`src/rtl/pkt_pkg.sv`:
```
// Purpose:      shared types for the per-requestor packet ingress FIFO (beat storage type, read FSM states).
// Latency:      n/a (types and constants only).
// Backpressure: n/a.
package pkt_pkg;

  localparam int DATA_W = 64;

  // One stored beat: payload plus end-of-packet marker.
  typedef struct packed {
    logic [DATA_W-1:0] data;
    logic              tlast;
  } beat_t;

  typedef enum logic {
    RD_IDLE = 1'b0,
    RD_SEND = 1'b1
  } rd_state_t;

endpackage

```
`src/rtl/pkt_ingress_fifo_if.sv`:
```
// Purpose:      bundle of the write stream, arbiter request/grant, read stream and status of one ingress FIFO.
// Latency:      n/a (wires only).
// Backpressure: s_ready_o throttles the writer; m_ready_i throttles the reader.
// Ports:        slave = FIFO side, master = traffic source/sink side.
//               drop_cnt_o exists only when INGRESS_DROP_ON_FULL_EN is defined.
interface pkt_ingress_fifo_if #(
  parameter int DATA_W = 64,
  parameter int CNT_W  = 8,
  parameter int LVL_W  = 7
);

  logic              s_valid_i;
  logic [DATA_W-1:0] s_data_i;
  logic              s_tlast_i;
  logic              s_ready_o;
  logic              req_o;
  logic              grant_i;
  logic              m_valid_o;
  logic [DATA_W-1:0] m_data_o;
  logic              m_tlast_o;
  logic              m_ready_i;
  logic [CNT_W-1:0]  pkt_cnt_o;
  logic [LVL_W-1:0]  level_o;
`ifdef INGRESS_DROP_ON_FULL_EN
  logic [CNT_W-1:0]  drop_cnt_o;
`endif

  modport slave (
    input  s_valid_i, s_data_i, s_tlast_i, grant_i, m_ready_i,
`ifdef INGRESS_DROP_ON_FULL_EN
    output drop_cnt_o,
`endif
    output s_ready_o, req_o, m_valid_o, m_data_o, m_tlast_o, pkt_cnt_o, level_o
  );

  modport master (
    output s_valid_i, s_data_i, s_tlast_i, grant_i, m_ready_i,
`ifdef INGRESS_DROP_ON_FULL_EN
    input  drop_cnt_o,
`endif
    input  s_ready_o, req_o, m_valid_o, m_data_o, m_tlast_o, pkt_cnt_o, level_o
  );

endinterface

```
`src/rtl/pkt_ffram.sv`:
```
// Purpose:      DEPTH x beat_t flop-array storage for the ingress FIFO.
// Latency:      write lands on the next clk edge; read is combinational from raddr.
// Backpressure: none; the owner guarantees it never overwrites unread entries.
// Ports:        clk, we/waddr/wdata (sync write), raddr/rdata (async read).
module pkt_ffram
  import pkt_pkg::*;
#(
  parameter  int DEPTH = 64,
  localparam int AW    = $clog2(DEPTH)
) (
  input  logic          clk,
  input  logic          we,
  input  logic [AW-1:0] waddr,
  input  beat_t         wdata,
  input  logic [AW-1:0] raddr,
  output beat_t         rdata
);

  // Storage is not reset: the pointers alone decide which entries are valid.
  beat_t mem [DEPTH];

  always_ff @(posedge clk) begin
    if (we) begin
      mem[waddr] <= wdata;
    end
  end

  assign rdata = mem[raddr];

endmodule

```
`src/rtl/pkt_ingress_fifo.sv`:
```
// Purpose:      store-and-forward packet FIFO ahead of the round-robin arbiter; requests only with whole packets stored.
// Latency:      tlast write in cycle N -> req_o in N+1; grant in N+1 -> m_valid_o in N+2; one idle cycle per packet.
// Backpressure: s_ready_o drops when full (or, with INGRESS_DROP_ON_FULL_EN, stays high and overflowing packets are dropped).
// Ports:        clk, rst_n (async active-low), bus (pkt_ingress_fifo_if.slave): write stream s_*, req_o/grant_i,
//               read stream m_*, pkt_cnt_o (saturating), level_o (entries incl. partial packet), drop_cnt_o (drop build).
module pkt_ingress_fifo #(
  parameter int DEPTH  = 64,
  parameter int DATA_W = 64,
  parameter int CNT_W  = 8
) (
  input  logic            clk,
  input  logic            rst_n,
  pkt_ingress_fifo_if.slave bus
);

  import pkt_pkg::*;

  localparam int              AW      = $clog2(DEPTH);
  localparam int              PW      = AW + 1;
  localparam logic [PW-1:0]   DEPTH_P = PW'(DEPTH);
  localparam logic [CNT_W-1:0] CNT_MAX = '1;

  logic            ready_q;
  logic [PW-1:0]   wr_ptr;
  logic [PW-1:0]   rd_ptr;
  logic [PW-1:0]   pkt_q;        // exact packet count, drives req_o
  logic [CNT_W-1:0] pkt_cnt_q;   // saturating copy for status
  rd_state_t       state_q, state_d;
  beat_t           wbeat, rbeat;
  logic            full, s_ready, wr_acc, mem_we, wr_rewind, wr_commit;
  logic            rd_fire, rd_last, req;

  assign full   = (wr_ptr - rd_ptr) == DEPTH_P;
  assign wr_acc = bus.s_valid_i && s_ready;

`ifdef INGRESS_DROP_ON_FULL_EN
  logic            dropping_q;
  logic            discard;
  logic [PW-1:0]   commit_ptr;   // end of the last complete packet, rewind target
  logic [CNT_W-1:0] drop_cnt_q;

  // Writer is never stalled; a beat seen while full poisons the rest of its packet.
  assign s_ready   = ready_q;
  assign discard   = wr_acc && (dropping_q || full);
  assign mem_we    = wr_acc && !discard;
  assign wr_rewind = discard && bus.s_tlast_i;

  always_ff @(posedge clk or negedge rst_n) begin
    if (!rst_n) begin
      dropping_q <= 1'b0;
      commit_ptr <= '0;
      drop_cnt_q <= '0;
    end else begin
      if (discard) begin
        dropping_q <= !bus.s_tlast_i;
      end
      if (wr_commit) begin
        commit_ptr <= wr_ptr + PW'(1);
      end
      if (wr_rewind && drop_cnt_q != CNT_MAX) begin
        drop_cnt_q <= drop_cnt_q + CNT_W'(1);
      end
    end
  end

  assign bus.drop_cnt_o = drop_cnt_q;
`else
  assign s_ready   = ready_q && !full;
  assign mem_we    = wr_acc;
  assign wr_rewind = 1'b0;
`endif

  assign wr_commit   = mem_we && bus.s_tlast_i;
  assign wbeat.data  = bus.s_data_i;
  assign wbeat.tlast = bus.s_tlast_i;

  pkt_ffram #(.DEPTH(DEPTH)) u_ram (
    .clk   (clk),
    .we    (mem_we),
    .waddr (wr_ptr[AW-1:0]),
    .wdata (wbeat),
    .raddr (rd_ptr[AW-1:0]),
    .rdata (rbeat)
  );

  // ready_q keeps s_ready_o low while reset is held and for the release cycle.
  always_ff @(posedge clk or negedge rst_n) begin
    if (!rst_n) begin
      ready_q <= 1'b0;
      wr_ptr  <= '0;
      rd_ptr  <= '0;
    end else begin
      ready_q <= 1'b1;
`ifdef INGRESS_DROP_ON_FULL_EN
      if (wr_rewind) begin
        wr_ptr <= commit_ptr;
      end else if (mem_we) begin
        wr_ptr <= wr_ptr + PW'(1);
      end
`else
      if (mem_we) begin
        wr_ptr <= wr_ptr + PW'(1);
      end
`endif
      if (rd_fire) begin
        rd_ptr <= rd_ptr + PW'(1);
      end
    end
  end

  // Read FSM: only whole packets are ever granted, so SEND never runs dry.
  assign rd_fire = (state_q == RD_SEND) && bus.m_ready_i;
  assign rd_last = rd_fire && rbeat.tlast;

  always_ff @(posedge clk or negedge rst_n) begin
    if (!rst_n) begin
      state_q <= RD_IDLE;
    end else begin
      state_q <= state_d;
    end
  end

  always_comb begin
    state_d = state_q;
    case (state_q)
      RD_IDLE: if (req && bus.grant_i) state_d = RD_SEND;
      RD_SEND: if (rd_last)            state_d = RD_IDLE;
      default:                         state_d = RD_IDLE;
    endcase
  end

  // Packet counters; a commit and a completed read in one cycle cancel out.
  always_ff @(posedge clk or negedge rst_n) begin
    if (!rst_n) begin
      pkt_q     <= '0;
      pkt_cnt_q <= '0;
    end else begin
      case ({wr_commit, rd_last})
        2'b10: begin
          pkt_q <= pkt_q + PW'(1);
          if (pkt_cnt_q != CNT_MAX) pkt_cnt_q <= pkt_cnt_q + CNT_W'(1);
        end
        2'b01: begin
          pkt_q <= pkt_q - PW'(1);
          if (pkt_cnt_q != '0) pkt_cnt_q <= pkt_cnt_q - CNT_W'(1);
        end
        default: ;
      endcase
    end
  end

  assign req           = (pkt_q != '0);
  assign bus.req_o     = req;
  assign bus.s_ready_o = s_ready;
  assign bus.m_valid_o = (state_q == RD_SEND);
  assign bus.m_data_o  = (state_q == RD_SEND) ? rbeat.data : '0;
  assign bus.m_tlast_o = (state_q == RD_SEND) && rbeat.tlast;
  assign bus.pkt_cnt_o = pkt_cnt_q;
  assign bus.level_o   = wr_ptr - rd_ptr;

endmodule

```
`src/flat_wrapper.sv`:
```
// flat-port wrapper written by rule: the top's interface ports become plain ports
module pkt_ingress_fifo_flat import pkt_pkg::*;
#(
  parameter int DEPTH  = 64,
  parameter int DATA_W = 64,
  parameter int CNT_W  = 8
)
  (clk, rst_n, bus_s_valid_i, bus_s_data_i, bus_s_tlast_i, bus_grant_i, bus_m_ready_i, bus_s_ready_o, bus_req_o, bus_m_valid_o, bus_m_data_o, bus_m_tlast_o, bus_pkt_cnt_o, bus_level_o);
  pkt_ingress_fifo_if #(.DATA_W(DATA_W), .CNT_W(CNT_W), .LVL_W(7)) bus_i ();
  input  logic clk;
  input  logic rst_n;
  input wire logic [$bits(bus_i.s_valid_i)-1:0] bus_s_valid_i;
  input wire logic [$bits(bus_i.s_data_i)-1:0] bus_s_data_i;
  input wire logic [$bits(bus_i.s_tlast_i)-1:0] bus_s_tlast_i;
  input wire logic [$bits(bus_i.grant_i)-1:0] bus_grant_i;
  input wire logic [$bits(bus_i.m_ready_i)-1:0] bus_m_ready_i;
  output wire logic [$bits(bus_i.s_ready_o)-1:0] bus_s_ready_o;
  output wire logic [$bits(bus_i.req_o)-1:0] bus_req_o;
  output wire logic [$bits(bus_i.m_valid_o)-1:0] bus_m_valid_o;
  output wire logic [$bits(bus_i.m_data_o)-1:0] bus_m_data_o;
  output wire logic [$bits(bus_i.m_tlast_o)-1:0] bus_m_tlast_o;
  output wire logic [$bits(bus_i.pkt_cnt_o)-1:0] bus_pkt_cnt_o;
  output wire logic [$bits(bus_i.level_o)-1:0] bus_level_o;
  assign bus_i.s_valid_i = bus_s_valid_i;
  assign bus_i.s_data_i = bus_s_data_i;
  assign bus_i.s_tlast_i = bus_s_tlast_i;
  assign bus_i.grant_i = bus_grant_i;
  assign bus_i.m_ready_i = bus_m_ready_i;
  assign bus_s_ready_o = bus_i.s_ready_o;
  assign bus_req_o = bus_i.req_o;
  assign bus_m_valid_o = bus_i.m_valid_o;
  assign bus_m_data_o = bus_i.m_data_o;
  assign bus_m_tlast_o = bus_i.m_tlast_o;
  assign bus_pkt_cnt_o = bus_i.pkt_cnt_o;
  assign bus_level_o = bus_i.level_o;
  pkt_ingress_fifo #(.DEPTH(DEPTH), .DATA_W(DATA_W), .CNT_W(CNT_W)) u_core (.clk(clk), .rst_n(rst_n), .bus(bus_i));
endmodule
```
`config.mk`:
```
export PLATFORM = sky130hd
export DESIGN_NAME = pkt_ingress_fifo_flat
export DESIGN_NICKNAME = d
export VERILOG_FILES = /design/src/rtl/pkt_pkg.sv /design/src/rtl/pkt_ingress_fifo_if.sv /design/src/rtl/pkt_ffram.sv /design/src/rtl/pkt_ingress_fifo.sv /design/src/flat_wrapper.sv
export SDC_FILE = /design/constraint.sdc
export NUM_CORES = 2
export LEC_CHECK = 0
export ABC_AREA = 1
export CORE_MARGIN = 2
export CORE_UTILIZATION = 49
export CTS_BUF_LIST = sky130_fd_sc_hd__clkbuf_8
export CTS_CLUSTER_DIAMETER = 60
export DETAILED_ROUTE_END_ITERATION = 10
export MAX_ROUTING_LAYER = met4
export PLACE_DENSITY = 0.62
export SLEW_MARGIN = 15
export SYNTH_ARGS = -nofsm -noshare
export SYNTH_HDL_FRONTEND = slang
export SYNTH_HIERARCHICAL = 1
export SYNTH_MEMORY_MAX_BITS = 65536
export SYNTH_SLANG_ARGS = --single-unit
```
`constraint.sdc`:
```
create_clock -name clk -period 20.5 [get_ports clk]
set_input_delay 4.1 -clock clk [delete_from_list [all_inputs] [get_ports clk]]
set_output_delay 4.1 -clock clk [all_outputs]
set_load 0.03 [all_outputs]
```
# After elaboration in Yosys (flattened, before gate mapping)
# Memory sizes are Yosys's and may differ from the RTL's.
# Cells that the tools add are included.
dict set report op_classes {
  n_reduce_logical 12
  addsub 7
  mux 10
  n_bitwise 1
  eq_ne 6
}
# op count
set op_table {}
lappend op_table {{$mux 64} 1}
lappend op_table {{$add 7x1->7 const B} 3}
lappend op_table {{$mux 8} 2}
lappend op_table {{$pmux 8 s2} 1}
lappend op_table {{$pmux 7 s2} 1}
lappend op_table {{$add 8x1->8 const B} 1}
lappend op_table {{$ne 8x8->1 const B} 1}
lappend op_table {{$reduce_bool 8->1} 1}
lappend op_table {{$sub 8x1->8 const B} 1}
lappend op_table {{$eq 7x7->1 const B} 1}
lappend op_table {{$logic_and 1x1->1} 7}
lappend op_table {{$reduce_bool 7->1} 1}
lappend op_table {{$sub 7x1->7 const B} 1}
lappend op_table {{$sub 7x7->7} 1}
lappend op_table {{$mux 1} 4}
lappend op_table {{$ne 2x1->1 const B} 2}
lappend op_table {{$reduce_and 3->1} 1}
lappend op_table {{$eq 2x1->1 const B} 1}
lappend op_table {{$eq 2x2->1 const B} 1}
lappend op_table {{$pmux 1 s2} 1}
lappend op_table {{$reduce_bool 2->1} 1}
lappend op_table {{$logic_not 1->1} 1}
lappend op_table {{$not 1->1} 1}
dict set report word_totals {
  word_cells 43
  ff_bits 31
  ramBits 4160
  out_inout_bits 83
  inputBits 70
  n_memories 1
}
# memory depth width rd rd_clocked_by_memory_dff write_ports line_no
set memory_table {}
lappend memory_table {u_core.u_ram.mem 64 65 1 0 1 pkt_ffram.sv:20} ;# beat_t mem [DEPTH];

# Logic depth before layout (Yosys ltp)
dict set report logic_depth {
  ltp_word 9
  ltp_mapped 27
  depth_no_buf 26
}

# Cells and area by module
# Netlist, hierarchy kept.
# mod seq_area_each_um2 area_per_inst_um2 cells_per_inst n_inst
set modules_own_cells {}
lappend modules_own_cells {pkt_ffram 124919.8 165826.5 13548 1}
lappend modules_own_cells {pkt_ingress_fifo 775.7 2824.0 443 1}

# Worst setup path after synthesis
# No wires, ideal clock.
dict set report synth_path {
  path_kind {input -> register}
  start {in bus_s_valid_i}
  end {mem u_core/u_ram/mem[48][0] (netlist name), enable pin}
  setup_ns 0.650
  stages 6
  t_required_ns 19.850
  t_arrival_ns 11.160
  n_path_buf 2
  setup_slack_ns 8.689
  cell_sequence {buf_4 nand3_4 inv_1 clkbuf_1 nand4_1 nor4_1}
}
dict set report synth_via {
  elab_chain_len 3
}
# item line_no
set synth_rtl {}
lappend synth_rtl {{start: declaration} flat_wrapper.sv:12} ;# input wire logic [$bits(bus_i.s_valid_i)-1:0] bus_s_valid_i;
lappend synth_rtl {{$logic_and 1x1->1} pkt_ingress_fifo.sv:34} ;# assign wr_acc = bus.s_valid_i && s_ready;
lappend synth_rtl {{named net u_core.mem_we} pkt_ingress_fifo.sv:30} ;# logic full, s_ready, wr_acc, mem_we, wr_rewind, wr_commit;
lappend synth_rtl {{$mux 1} pkt_ffram.sv:23} ;# if (we) begin
lappend synth_rtl {{$mux 1 (implied by the code)} pkt_ffram.sv:24} ;# mem[waddr] <= wdata;
lappend synth_rtl {{end: declaration} pkt_ffram.sv:20}
# The timed path passes the listed nets, and every way through them passes these cells.

==> results.toml <==
[status]
status = "finished, final reports clean"

[setup_path]
r2r_start = "u_core/rd_ptr[0]"
cp.arrival_ns = 7.82
cp-end-kind = "output pin"
cp_slowest_cell = "buf_4"
criticalPathCategory = "reg2out"
cp-start-kind = "flip-flop"
r2r_slack_ns = 12.75
critPathMaxFanout = 165
cp.required_ns = 16.40
cpPeakStageDelay_ns = 0.89
critical-path-top-delay-family = "buffers and inverters"
cp_cell_sequence = "inv_8 > buf_12 > buf_4 > buf_4 > nand2_1 > nand3_1 > nand3_1 > nand3_1 > nand3_1 > nand2_1 > nand2_1 > nand2_1 > nand2_1 > inv_1 > clkdlybuf4s50_1"
crit_top_cell = "nand2_1"
crit_start = "u_core/rd_ptr[0]"
cp_num_buf_inv = 6

[finish]
final_cells = 19262
multi_input_area_mm2 = 0.03875
seqCellArea_mm2 = 0.1257
design_area_mm2 = 0.1860
num-fill-cells = 28803
area_growth_pct = 10.31
drive_gt1_frac = 0.08144
final_nets = 14244

[die]
io_pins = 153
fp-row-count = 215
die_area_mm2 = 0.3489
initial_core_util = 0.4921
die_w_um = 590.7
die_h_um = 590.7
coreArea_mm2 = 0.3427

[placed_design]
hpwl_mm = 257.1
place_area_mm2 = 0.1741
gp_congestion = 0.8202
place_inst = 18031
portBuffers = 152

[sta]
finalClockSkew_ns = 0.06124
period_needed_ns = 11.92
fin_crit_sh = 0.5814
finalSetupViolCount = 0
fmax_ghz = 0.08389
hold_viol = 0
whs_ns = 0.4982
worstMarginPinSlew_ns = 1.245
slew_headroom = 0.1701
slew_viol_final = 0
tns_ns = 0
rsz0062_at_grt = "false"

[global_route]
gr-total-overflow = 0
grt_pass1_wl_mm = 759.9
grt_max_degree = 205
antenna_found_initial = 29
grt_usage = 0.3101
first_global_vias = 106979

[yosys]
synth_seq_cells = 4191
avgSynthCellArea_um2 = 12.05
syn_nets = 14085
synth_cells = 13991
yosysUniqueCellTypes = 30
yosysSeqAreaShare = 0.7453
netlist_area_mm2 = 0.1687
synth_warnings = 6

[min_path]
min_from = "u_core/wr_ptr[6]"
hp-class = "reg2reg"

[cts]
cts_hold_buf = 0
cts_made_buffers = 673
ctsHtreeMaxLevel = 6
clock_sinks = 4191
cts_tree = "built"
root_buffer = "clkbuf_8"
clkTransAtPathRegs_ns = 0.06
clockBufferDepth = 4
cts_resized = 0
insertion_delay_ns = 1.28
cts_setup_buffers = 0

[detailed_routing]
antenna_left = 0
drtPass1Iterations = 6
num_vias = 114909
routedWlPerCell_um = 27.73
drtIter0Drc = 15050
totalWireLength_mm = 534.1
drc = 0
via_per_inst = 5.966

[power]
ir_drop_mv = 0.1504
power.density_mw_per_mm2 = 138.2
p_leak_uw = 0.06657
totalPowerFinal_uw = 25710

[job]
maxCapViolations = 0
worst min-delay path, delay by kind of cell (launching register included):
| family | cells | cell delay (ns) |
|---|---|---|
| flops | 1 | 0.36 |
| simple gates | 2 | 0.11 |
path summary, 6_finish.rpt:
kind                       cells after the start                      end
max                                           15         bus_m_data_o[27]
min                                            2         u_core/wr_ptr[6]
max reg2reg                                   14  u_core/u_ram/mem[28][9]
min reg2reg                                    2         u_core/wr_ptr[6]
max in group asynchronous                      2         u_core/rd_ptr[5]
min in group asynchronous                      2  u_core/bus.pkt_cnt_o[7]
placed cells by master (no fill, tap or decap), types with 21 or more instances in the layout:
cell / synthesis / layout
buf_12: 0 / 26
buf_2: 538 / 59
buf_4: 17 / 230
clkbuf_8: 0 / 679
clkdlybuf4s50_1: 0 / 90
clkinv_1: 0 / 162
clkinv_2: 0 / 54
dfrtp_1: 31 / 24
diode_2: 0 / 32
edfxtp_1: 4160 / 4160
ha_1: 21 / 21
inv_1: 121 / 365
inv_8: 0 / 22
nand2_1: 4649 / 4649
nand3_1: 3923 / 3923
nand4_1: 22 / 22
nor2_4: 1 / 57
per-layer routing:
layer,vias up,GRT usage,wire length (um),part of all wire
li1,50197,-,-,-
met1,57079,0.4135,206900,0.39
met2,6400,0.4767,245300,0.46
met3,1233,0.05243,57770,0.11
met4,0,0.1244,24120,0.045
met5,-,-,0,0
power by group:
group          internal (uW)  switching (uW)  total, uW
Clock                   3170            3330       6500
Combinational           2520            6990       9520
Sequential              9550             150       9700
cells in the mapped netlist:
cell,instances,area (um2)
or2_2,2,12.51
clkbuf_1,263,987.2
nand2_1,4649,17450
buf_1,103,386.6
o311ai_2,1,16.27
xnor2_1,3,26.28
nand3_1,3923,19630
ha_1,21,262.8
nor4_1,9,56.30
conb_1,1,3.750
nor2_1,66,247.7
a31oi_1,1,6.260
o21bai_1,1,7.510
nand2_2,3,18.77
nor3_1,5,25.02
inv_2,5,18.77
nor2_2,2,12.51
a21oi_1,9,45.04
buf_4,17,127.6
xor2_1,18,157.7
buf_2,538,2693
fa_1,3,60.06
o21ai_0,10,50.05
buf_6,1,11.26
nor2_4,1,11.26
nand4_1,22,137.6
edfxtp_1,4160,124900
inv_1,121,454.2
nand3_4,2,35.03
dfrtp_1,31,775.7
registers in the layout (all words and copies together), names as in the netlist:
name	count
u_core/u_ram/mem	4160
u_core/rd_ptr	7
u_core/wr_ptr	7
u_core/bus.m_valid_o	1
u_core/bus.pkt_cnt_o	8
u_core/pkt_q	7
u_core/ready_q	1
final cells by class:
type | count | share of cell area
tap | 4557 | 0.03065
inverter | 126 | 0.002771
timing repair buffer | 406 | 0.01854
antenna | 32 | 0.0004304
multi-input combinational | 8752 | 0.2083
clock inverter | 519 | 0.01330
clock buffer | 679 | 0.05023
sequential | 4191 | 0.6758
metrics by stage:
stage | utilization | worst slack, ns
4_1_cts | 0.5425 | 8.600
3_5_place_dp | 0.5080 | 9.936
3_3_place_gp | 0.5079 | 9.951
5_1_grt | 0.5428 | 8.295
6_report | 0.5428 | 8.580
2_1_floorplan | - | 8.689
kinds of logic (layout without fill, tap and decap cells):
logic type / Yosys count / in the layout / share of synthesized area
AOI/OAI and AO/OA: 22 / 22 / 0.0007419
other: 1 / 33 / 0.00002224
and+or+nand+nor: 8684 / 8684 / 0.2232
buffers and inverters: 1048 / 1730 / 0.02774
adders and majority gates: 24 / 24 / 0.001914
DFF: 4191 / 4191 / 0.7453
xor gates and xnor gates: 21 / 21 / 0.001091
No activity file was read; power rests on OpenSTA's default activity.
